--- src/rtl/vga_arb_pkg.sv ---
// Shared types and constants for the VGA pixel-write arbiter: FSM state
// encoding, default resolution and a colour-channel slice helper.
package vga_arb_pkg;

  typedef enum logic [1:0] {
    IDLE  = 2'd0,
    ADDR  = 2'd1,
    WRITE = 2'd2
  } arb_state_e;

  typedef enum logic [1:0] {
    CH_B = 2'd0,
    CH_G = 2'd1,
    CH_R = 2'd2
  } color_ch_e;

  localparam int H_RES_DEF = 320;
  localparam int V_RES_DEF = 240;

  // 24-bit colour word is R[23:16], G[15:8], B[7:0].
  function automatic logic [7:0] color_field(input logic [23:0] color, input color_ch_e ch);
    case (ch)
      CH_R:    color_field = color[23:16];
      CH_G:    color_field = color[15:8];
      CH_B:    color_field = color[7:0];
      default: color_field = 8'd0;
    endcase
  endfunction

endpackage

--- src/rtl/vga_pixel_write_arbiter_rr_arbiter.sv ---
// Combinational round-robin picker: first valid requester at or after i_ptr,
// wrapping modulo NUM_REQ. Returns a one-hot grant and the winner index.
module rr_arbiter #(
  parameter int NUM_REQ = 2,
  parameter int IDX_W   = $clog2(NUM_REQ)
) (
  input  logic [NUM_REQ-1:0] i_valid,
  input  logic [IDX_W-1:0]   i_ptr,
  output logic [NUM_REQ-1:0] o_grant,
  output logic [IDX_W-1:0]   o_idx,
  output logic               o_any
);

  // Scan requesters in priority order starting from the pointer.
  always_comb begin
    o_grant = '0;
    o_idx   = '0;
    o_any   = 1'b0;
    for (int i = 0; i < NUM_REQ; i++) begin
      int               w_cand;
      logic [IDX_W-1:0] w_cand_idx;
      w_cand     = int'(i_ptr) + i;
      w_cand     = (w_cand >= NUM_REQ) ? (w_cand - NUM_REQ) : w_cand;
      w_cand_idx = IDX_W'(w_cand);
      if (!o_any && i_valid[w_cand_idx]) begin
        o_any               = 1'b1;
        o_grant[w_cand_idx] = 1'b1;
        o_idx               = w_cand_idx;
      end else begin
        o_any = o_any;
      end
    end
  end

endmodule

--- src/rtl/vga_pixel_write_arbiter.sv ---
// Round-robin arbiter sharing one Avalon-style pixel-buffer write port between
// NUM_REQ drawing requesters. Optional bounds check: ARB_BOUNDS_CHECK_EN.
module vga_pixel_write_arbiter
  import vga_arb_pkg::*;
#(
  parameter int NUM_REQ = 2,
  parameter int H_RES   = H_RES_DEF,
  parameter int V_RES   = V_RES_DEF,
  parameter int X_W     = 9,
  parameter int Y_W     = 8,
  parameter int COLOR_W = 24,
  parameter int ADDR_W  = 17
) (
  input  logic                         clk_clk,
  input  logic                         reset_reset,
  input  logic [NUM_REQ-1:0]           req_valid,
  output logic [NUM_REQ-1:0]           req_ready,
  input  logic [NUM_REQ*X_W-1:0]       req_x,
  input  logic [NUM_REQ*Y_W-1:0]       req_y,
  input  logic [NUM_REQ*COLOR_W-1:0]   req_color,
  output logic [ADDR_W-1:0]            mem_address,
  output logic [COLOR_W-1:0]           mem_writedata,
  output logic                         mem_write,
  input  logic                         mem_waitrequest,
  output logic                         busy,
  output logic [$clog2(NUM_REQ)-1:0]   grant_id,
  output logic                         err_oob
);

  localparam int IDX_W = $clog2(NUM_REQ);

  arb_state_e          r_state;
  arb_state_e          w_next_state;
  logic [IDX_W-1:0]    r_ptr;
  logic [IDX_W-1:0]    r_grant_id;
  logic [IDX_W-1:0]    w_win;
  logic [IDX_W-1:0]    w_next_ptr;
  logic [NUM_REQ-1:0]  w_grant;
  logic                w_any;
  logic                w_accept;
  logic                w_oob;
  logic [X_W-1:0]      r_x;
  logic [Y_W-1:0]      r_y;
  logic [COLOR_W-1:0]  r_color;
  logic [ADDR_W-1:0]   r_addr;
  logic [COLOR_W-1:0]  r_data;
  logic [ADDR_W-1:0]   w_addr;
  logic [X_W-1:0]      w_x     [NUM_REQ];
  logic [Y_W-1:0]      w_y     [NUM_REQ];
  logic [COLOR_W-1:0]  w_color [NUM_REQ];

  for (genvar g = 0; g < NUM_REQ; g++) begin : g_unpack
    assign w_x[g]     = req_x[g*X_W +: X_W];
    assign w_y[g]     = req_y[g*Y_W +: Y_W];
    assign w_color[g] = req_color[g*COLOR_W +: COLOR_W];
  end

  rr_arbiter #(
    .NUM_REQ (NUM_REQ),
    .IDX_W   (IDX_W)
  ) u_rr (
    .i_valid (req_valid),
    .i_ptr   (r_ptr),
    .o_grant (w_grant),
    .o_idx   (w_win),
    .o_any   (w_any)
  );

  // Reset gating keeps ready quiet while the FSM is held in reset.
  assign w_accept   = (r_state == IDLE) && w_any && !reset_reset;
  assign w_next_ptr = (w_win == IDX_W'(NUM_REQ - 1)) ? '0 : (w_win + IDX_W'(1));
  assign w_addr     = ADDR_W'(int'(r_y) * H_RES + int'(r_x));

`ifdef ARB_BOUNDS_CHECK_EN
  assign w_oob = (int'(r_x) >= H_RES) || (int'(r_y) >= V_RES);
`else
  assign w_oob = 1'b0;
`endif

  assign req_ready     = w_accept ? w_grant : '0;
  assign grant_id      = w_accept ? w_win : r_grant_id;
  assign busy          = (r_state != IDLE);
  assign mem_write     = (r_state == WRITE);
  assign mem_address   = r_addr;
  assign mem_writedata = r_data;

  // State register.
  always_ff @(posedge clk_clk or posedge reset_reset) begin
    if (reset_reset) begin
      r_state <= IDLE;
    end else begin
      r_state <= w_next_state;
    end
  end

  // Next-state logic; an out-of-bounds request skips WRITE.
  always_comb begin
    w_next_state = r_state;
    case (r_state)
      IDLE:    w_next_state = w_any ? ADDR : IDLE;
      ADDR:    w_next_state = w_oob ? IDLE : WRITE;
      WRITE:   w_next_state = mem_waitrequest ? WRITE : IDLE;
      default: w_next_state = IDLE;
    endcase
  end

  // Request latch, round-robin pointer and address/data pipeline.
  always_ff @(posedge clk_clk or posedge reset_reset) begin
    if (reset_reset) begin
      r_ptr      <= '0;
      r_grant_id <= '0;
      r_x        <= '0;
      r_y        <= '0;
      r_color    <= '0;
      r_addr     <= '0;
      r_data     <= '0;
    end else begin
      if (w_accept) begin
        r_x        <= w_x[w_win];
        r_y        <= w_y[w_win];
        r_color    <= w_color[w_win];
        r_grant_id <= w_win;
        r_ptr      <= w_next_ptr;
      end
      if (r_state == ADDR) begin
        r_addr <= w_addr;
        r_data <= r_color;
      end
    end
  end

`ifdef ARB_BOUNDS_CHECK_EN
  logic r_err_oob;

  // Sticky until reset.
  always_ff @(posedge clk_clk or posedge reset_reset) begin
    if (reset_reset) begin
      r_err_oob <= 1'b0;
    end else if ((r_state == ADDR) && w_oob) begin
      r_err_oob <= 1'b1;
    end
  end

  assign err_oob = r_err_oob;
`else
  assign err_oob = 1'b0;
`endif

endmodule

--- config.mk ---
export PLATFORM = sky130hd
export DESIGN_NAME = vga_pixel_write_arbiter
export DESIGN_NICKNAME = d
export VERILOG_FILES = /design/src/rtl/vga_arb_pkg.sv /design/src/rtl/vga_pixel_write_arbiter_rr_arbiter.sv /design/src/rtl/vga_pixel_write_arbiter.sv
export SDC_FILE = /design/constraint.sdc
export NUM_CORES = 1
export LEC_CHECK = 0
export BUFFER_PORTS_ARGS = -buffer_cell sky130_fd_sc_hd__buf_2
export CORE_UTILIZATION = 35
export DETAILED_ROUTE_END_ITERATION = 7
export PLACE_DENSITY = 0.59
export SKIP_CTS_REPAIR_TIMING = 1
export SLEW_MARGIN = 40
export SYNTH_ARGS = -nofsm -noshare
export SYNTH_HDL_FRONTEND = slang
export SYNTH_HIERARCHICAL = 1
export SYNTH_SLANG_ARGS = --single-unit
--- constraint.sdc ---
create_clock -name clk_clk -period 9.5 [get_ports clk_clk]
set_input_delay 0.95 -clock clk_clk [delete_from_list [all_inputs] [get_ports clk_clk]]
set_output_delay 0.95 -clock clk_clk [all_outputs]
set_load 0.01 [all_outputs]
# Word level (Yosys, flattened, before mapping)
# Cells that the tools add are included.
word_totals:
  register_bits: 86
  out_inout_bits: 47
  elab_cells: 65
op_classes:
  add_sub_neg: 5
  n_mul: 1
  n_lt_le_gt_ge: 7
  n_eq_ne: 2
  mux: 31
  bitwise_logic: 2
  reduce_logical: 9
ops:
  columns: ["operator", "count"]
  rows:
  - ["$mux W24", 3]
  - ["$mux W9", 3]
  - ["$mux W8", 3]
  - ["$add A17 B9 Y17", 1]
  - ["$mux W1", 15]
  - ["$mul A8 B3 Y11 const B", 1]
  - ["$mux W2", 4]
  - ["$pmux W2 S3", 1]
  - ["$logic_and A1 B1 Y1", 5]
  - ["$ge A2 B2 Y1 const B", 2]
  - ["$lt A1 B2 Y1 const B", 2]
  - ["$add A1 B1 Y2 const B", 1]
  - ["$demux W1 S1", 2]
  - ["$eq A2 B1 Y1 const B", 1]
  - ["$eq A2 B2 Y1 const B", 1]
  - ["$ge A1 B1 Y1 const B", 2]
  - ["$ge A1 B2 Y1 const B", 1]
  - ["$logic_not A1 Y1", 2]
  - ["$logic_not A2 Y1", 1]
  - ["$not A1 Y2", 1]
  - ["$or A2 B2 Y2", 1]
  - ["$reduce_bool A2 Y1", 1]
  - ["$sub A1 B1 Y1 const B", 2]
  - ["$add A1 B1 Y1 const B", 1]

# Longest topological paths before layout
logic_depth:
  word_depth: 12
  ltp_mapped: 8
  mapped_depth_nobuf: 8

# Hierarchy
# Netlist, hierarchy kept.
by_module_without_submodules:
  columns: ["module", "instances", "cells_each", "area_per_inst_um2", "seq_area_each_um2"]
  rows:
  - ["vga_pixel_write_arbiter", 1, 432, 4130.2, 2152.1]
  - ["rr_arbiter", 1, 5, 32.5, 0.0]

# Worst setup path before layout
# No wires, ideal clock.
synth_timing:
  path_type: "input port to output port"
  startpoint: "in reset_reset"
  endpoint: "out grant_id"
  arrival_time_ns: 3.858
  setup_slack_ns: 4.692
  path_stages: 4
  path_buffers: 1
  path_cell_list: "inv_1 -> and3_1 -> clkbuf_1 -> mux2_2"
synth_via:
  elab_chain_cells: 3
synth_rtl:
  columns: ["element", "line_no", "rtl"]
  rows:
  - ["from (decl)", "vga_pixel_write_arbiter.sv:15", "input logic reset_reset,"]
  - ["$logic_not A1 Y1 (no line)", null, null]
  - ["$logic_and A1 B1 Y1", "vga_pixel_write_arbiter.sv:70", "assign w_accept = (r_state == IDLE) && w_any && !reset_reset;"]
  - ["$mux W1", null, null]
  - ["to (decl)", "vga_pixel_write_arbiter.sv:26", "output logic [$clog2(NUM_REQ)-1:0] grant_id,"]
# No other way between the ends.

# Worst setup path after layout
layout_timing:
  startpoint: "reg r_y[1]"
  endpoint: "reg r_addr[15] (netlist: mem_address[15])"
layout_via:
  elab_chain_cells: 2
layout_rtl:
  columns: ["element", "line_no", "rtl"]
  rows:
  - ["from (decl)", "vga_pixel_write_arbiter.sv:43", "logic [Y_W-1:0] r_y;"]
  - ["from (signal assigned)", "vga_pixel_write_arbiter.sv:120", "r_y <= w_y[w_win];"]
  - ["$mul A8 B3 Y11", "vga_pixel_write_arbiter.sv:72", "assign w_addr = ADDR_W'(int'(r_y) * H_RES + int'(r_x));"]
  - ["$add A17 B9 Y17", "vga_pixel_write_arbiter.sv:72", null]
  - ["to (signal assigned)", "vga_pixel_write_arbiter.sv:126", "r_addr <= w_addr;"]
  - ["to (decl)", "vga_pixel_write_arbiter.sv:45", "logic [ADDR_W-1:0] r_addr;"]
# No other way between the ends.
# A chain may end at the register's enable or synchronous reset.

==> flow_summary.yaml <==
clock_network:
  cts_sinks: 86
  cts_tree: "built"
  cts_buffers: 9
  clk_latency_ns: 0.33
  clockRootBuffer: "clkbuf_16"
  cts_buffer_depth: 2
  h-tree-depth: 3
  clk_pin_slew_worst_paths_ns: 0.07
setup_path:
  ff2ff_path_depth: 8
  worstSetupStartpointType: "flip-flop"
  crit_top_cell: "ha_1"
  worstPathCellList: "ha_1 > ha_1 > fa_1 > xor2_2 > nand3_1 > or4_4 > or4_1 > a31oi_1"
  reg2reg_slack_ns: 6.47
  required_ns: 9.76
  crit_path_end_kind: "flip-flop"
  crit_fanout: 4
  cp_slowest_cell: "or4_4"
  path_class: "reg2reg"
  r2r_start: "r_y[1]$_DFFE_PP0P_"
  cp_slowest_stage_delay_ns: 0.54
  crit_arrival_ns: 3.29
  rr_endpoint: "mem_address[15]$_DFFE_PP0N_"
synth:
  yosys-top-cells-count: "102 x nand2_1, 86 x dfrtp_1, 49 x nor2_1"
  yosys-top-cells-area: "dfrtp_1 52%, mux2i_1 10%, nand2_1 9.2%"
  synth.net_count: 541
  synth.distinct_cells: 43
  yosysMostFrequentCell: "nand2_1"
  yosysTopAreaCellShare: 0.517
  netlist_area_sq_um: 4160
  ys_seq_elements: 86
  synth_largest_area_cell: "dfrtp_1"
  avgSynthCellArea_sq_um: 9.53
  async_flop_share: 1.00
  synth_warnings: 6
  synth-edff-count: 0
  synth_flop_cell: "dfrtp_1"
  syn_inst: 437
  yosysSeqAreaShare: 0.517
sta:
  rsz0062_at_grt: "no"
  period_share: 0.319
  fin_skew_ns: 0.00802
  timing.final.crit_period_ns: 3.03
  finalHoldViolCount: 0
  fmax_mhz: 330
  fin_tns_setup_ns: 0
  finalSetupViolCount: 0
  worst_slew_pin_slew_ns: 0.711
  finalMaxSlewViolations: 0
  slew_headroom: 0.526
die:
  ios: 134
  dieArea_sq_um: 12300
  rows: 39
  dieHeight_um: 111
  fp.dieW_um: 111
  start_util: 0.361
  core_area_sq_um: 11500
hold_path:
  holdPathEnd: "mem_address[1]$_DFFE_PP0N_"
  worstHoldStart: "r_x[1]$_DFFE_PP0P_"
  hp-class: "reg2reg"
  whs_path_depth: 2
route:
  wl_per_cell_um: 13.8
  drtAntennaViolNets: 0
  vias: 3411
  drt_iter0_drc: 138
  viasPerCell: 4.82
  drt_wl_total_um: 9740
  dr.pass1.iters: 7
  drc: 10
flow_run:
  drv_cap: 0
global_routing:
  track_usage: 0.170
  busiest_layer: "met2"
  gr-usage-met1: 0.217
  antenna_found_initial: 0
  grt_pass1_vias: 3435
  grt_max_degree: 84
  grt_pass1_wl_um: 16600
  grt_use_met3: 0.0344
  overflow: 0
  use_met2: 0.281
place:
  gp_congestion: 0.771
  post-dp-hpwl_um: 6790
  numPlacedInstances: 692
  port-buffer-count: 132
layout:
  drive_gt1_frac: 0.292
  fin_cells: 708
  nFillCells: 1115
  final_net_count: 664
  area_growth_pct: 26.8
  antenna_cells: 0
pwr:
  powerDensity_nw_per_um2: 389
  ir_worst_vdd_uv: 137
  total_power_w: 0.00205
  p_leak_nw: 2.71
status:
  status: "finished with violations"
  violations: "design-rule violations"
[sequential cells by signal, summed over array words and instances (netlist names)]
register       count
mem_address       17
r_ptr              1
r_y                8
r_x                9
mem_writedata     24
r_grant_id         1
r_state            2
r_color           24
[worst max-delay path by stage]
stage          cells after the start  slack, ns                           to               start
6_report                           8       6.47  mem_address[15]$_DFFE_PP0N_  r_y[1]$_DFFE_PP0P_
5_1_grt                            8       6.37  mem_address[15]$_DFFE_PP0N_  r_y[1]$_DFFE_PP0P_
4_1_cts                            8       6.47  mem_address[15]$_DFFE_PP0N_  r_y[1]$_DFFE_PP0P_
3_5_place_dp                       8       6.48  mem_address[15]$_DFFE_PP0N_  r_y[1]$_DFFE_PP0P_
3_3_place_gp                       8       6.53  mem_address[15]$_DFFE_PP0N_  r_y[1]$_DFFE_PP0P_
2_1_floorplan                      4       4.69                     grant_id         reset_reset
[metrics by stage]
stage | util | hold WS, ns | setup slack (ns) | instance area (sq um)
6_report | 0.458 | 0.459 | 6.47 | 5280
5_1_grt | 0.458 | 0.495 | 6.37 | 5280
4_1_cts | 0.458 | 0.465 | 6.47 | 5270
3_5_place_dp | 0.432 | 0.450 | 6.48 | 4980
3_3_place_gp | 0.430 | 0.447 | 6.53 | 4950
2_1_floorplan | - | 0.439 | 4.69 | 4160
[cells by family (layout without fill, tap and decap cells)]
| group | count (synthesis) | after routing | share of synthesized area |
|---|---|---|---|
| flops | 86 | 86 | 0.517 |
| other cells | 1 | 1 | 0.000901 |
| xor+xnor | 6 | 6 | 0.0144 |
| compound gates | 74 | 74 | 0.102 |
| fa+ha+maj | 17 | 17 | 0.0547 |
| mux | 44 | 44 | 0.106 |
| buf+inv | 33 | 161 | 0.0307 |
| simple gates | 176 | 176 | 0.174 |
[where the power goes]
| part | switching [W] | total (W) | internal (W) | leakage [nW] |
|---|---|---|---|---|
| combinational | 0.000599 | 0.00104 | 0.000441 | 1.57 |
| clock | 0.000151 | 0.000345 | 0.000194 | 0.139 |
| sequential | 0.000114 | 0.000667 | 0.000553 | 0.994 |
[routing by layer]
| metal | share of wire | routed length, um |
|---|---|---|
| met4 | 0.023 | 228 |
| met3 | 0.040 | 391 |
| met1 | 0.47 | 4570 |
| met5 | 0 | 0 |
| met2 | 0.47 | 4550 |
[layout by cell type, fill, tap and decap left out, drive strengths merged, types with 2 or more instances in the layout]
cell      instances
a211o             2
a21boi            3
a21o              2
a21oi            44
a31oi             3
and3              4
buf             136
clkbuf           11
clkinv            2
clkinvlp          2
dfrtp            86
fa                2
ha               15
inv              10
mux2              2
mux2i            42
nand2           102
nand2b            2
nand3             2
nand4             2
nor2             49
nor2b             4
nor3              2
o21ai            12
or2               4
or4               2
xor2              5
[critical path, delay by kind of cell, from the launching register on]
kind | cells | cell delay, ns
adder cells (fa/ha/maj) | 3 | 0.99
XOR/XNOR | 1 | 0.23
AND/OR/NAND/NOR | 3 | 1.14
flip-flops | 1 | 0.42
AO/OA/AOI/OAI | 1 | 0.16
[layout make-up]
| cell class | instances | area, sq um | area share |
|---|---|---|---|
| clock buffer | 11 | 253 | 0.0479 |
| tap | 143 | 179 | 0.0339 |
| inverter | 9 | 35.0 | 0.00664 |
| timing repair buffer | 136 | 706 | 0.134 |
| clock inverter | 5 | 41.3 | 0.00783 |
| multi-input combinational | 318 | 1910 | 0.362 |
| sequential | 86 | 2150 | 0.408 |
(Power assumes the default switching activity.)
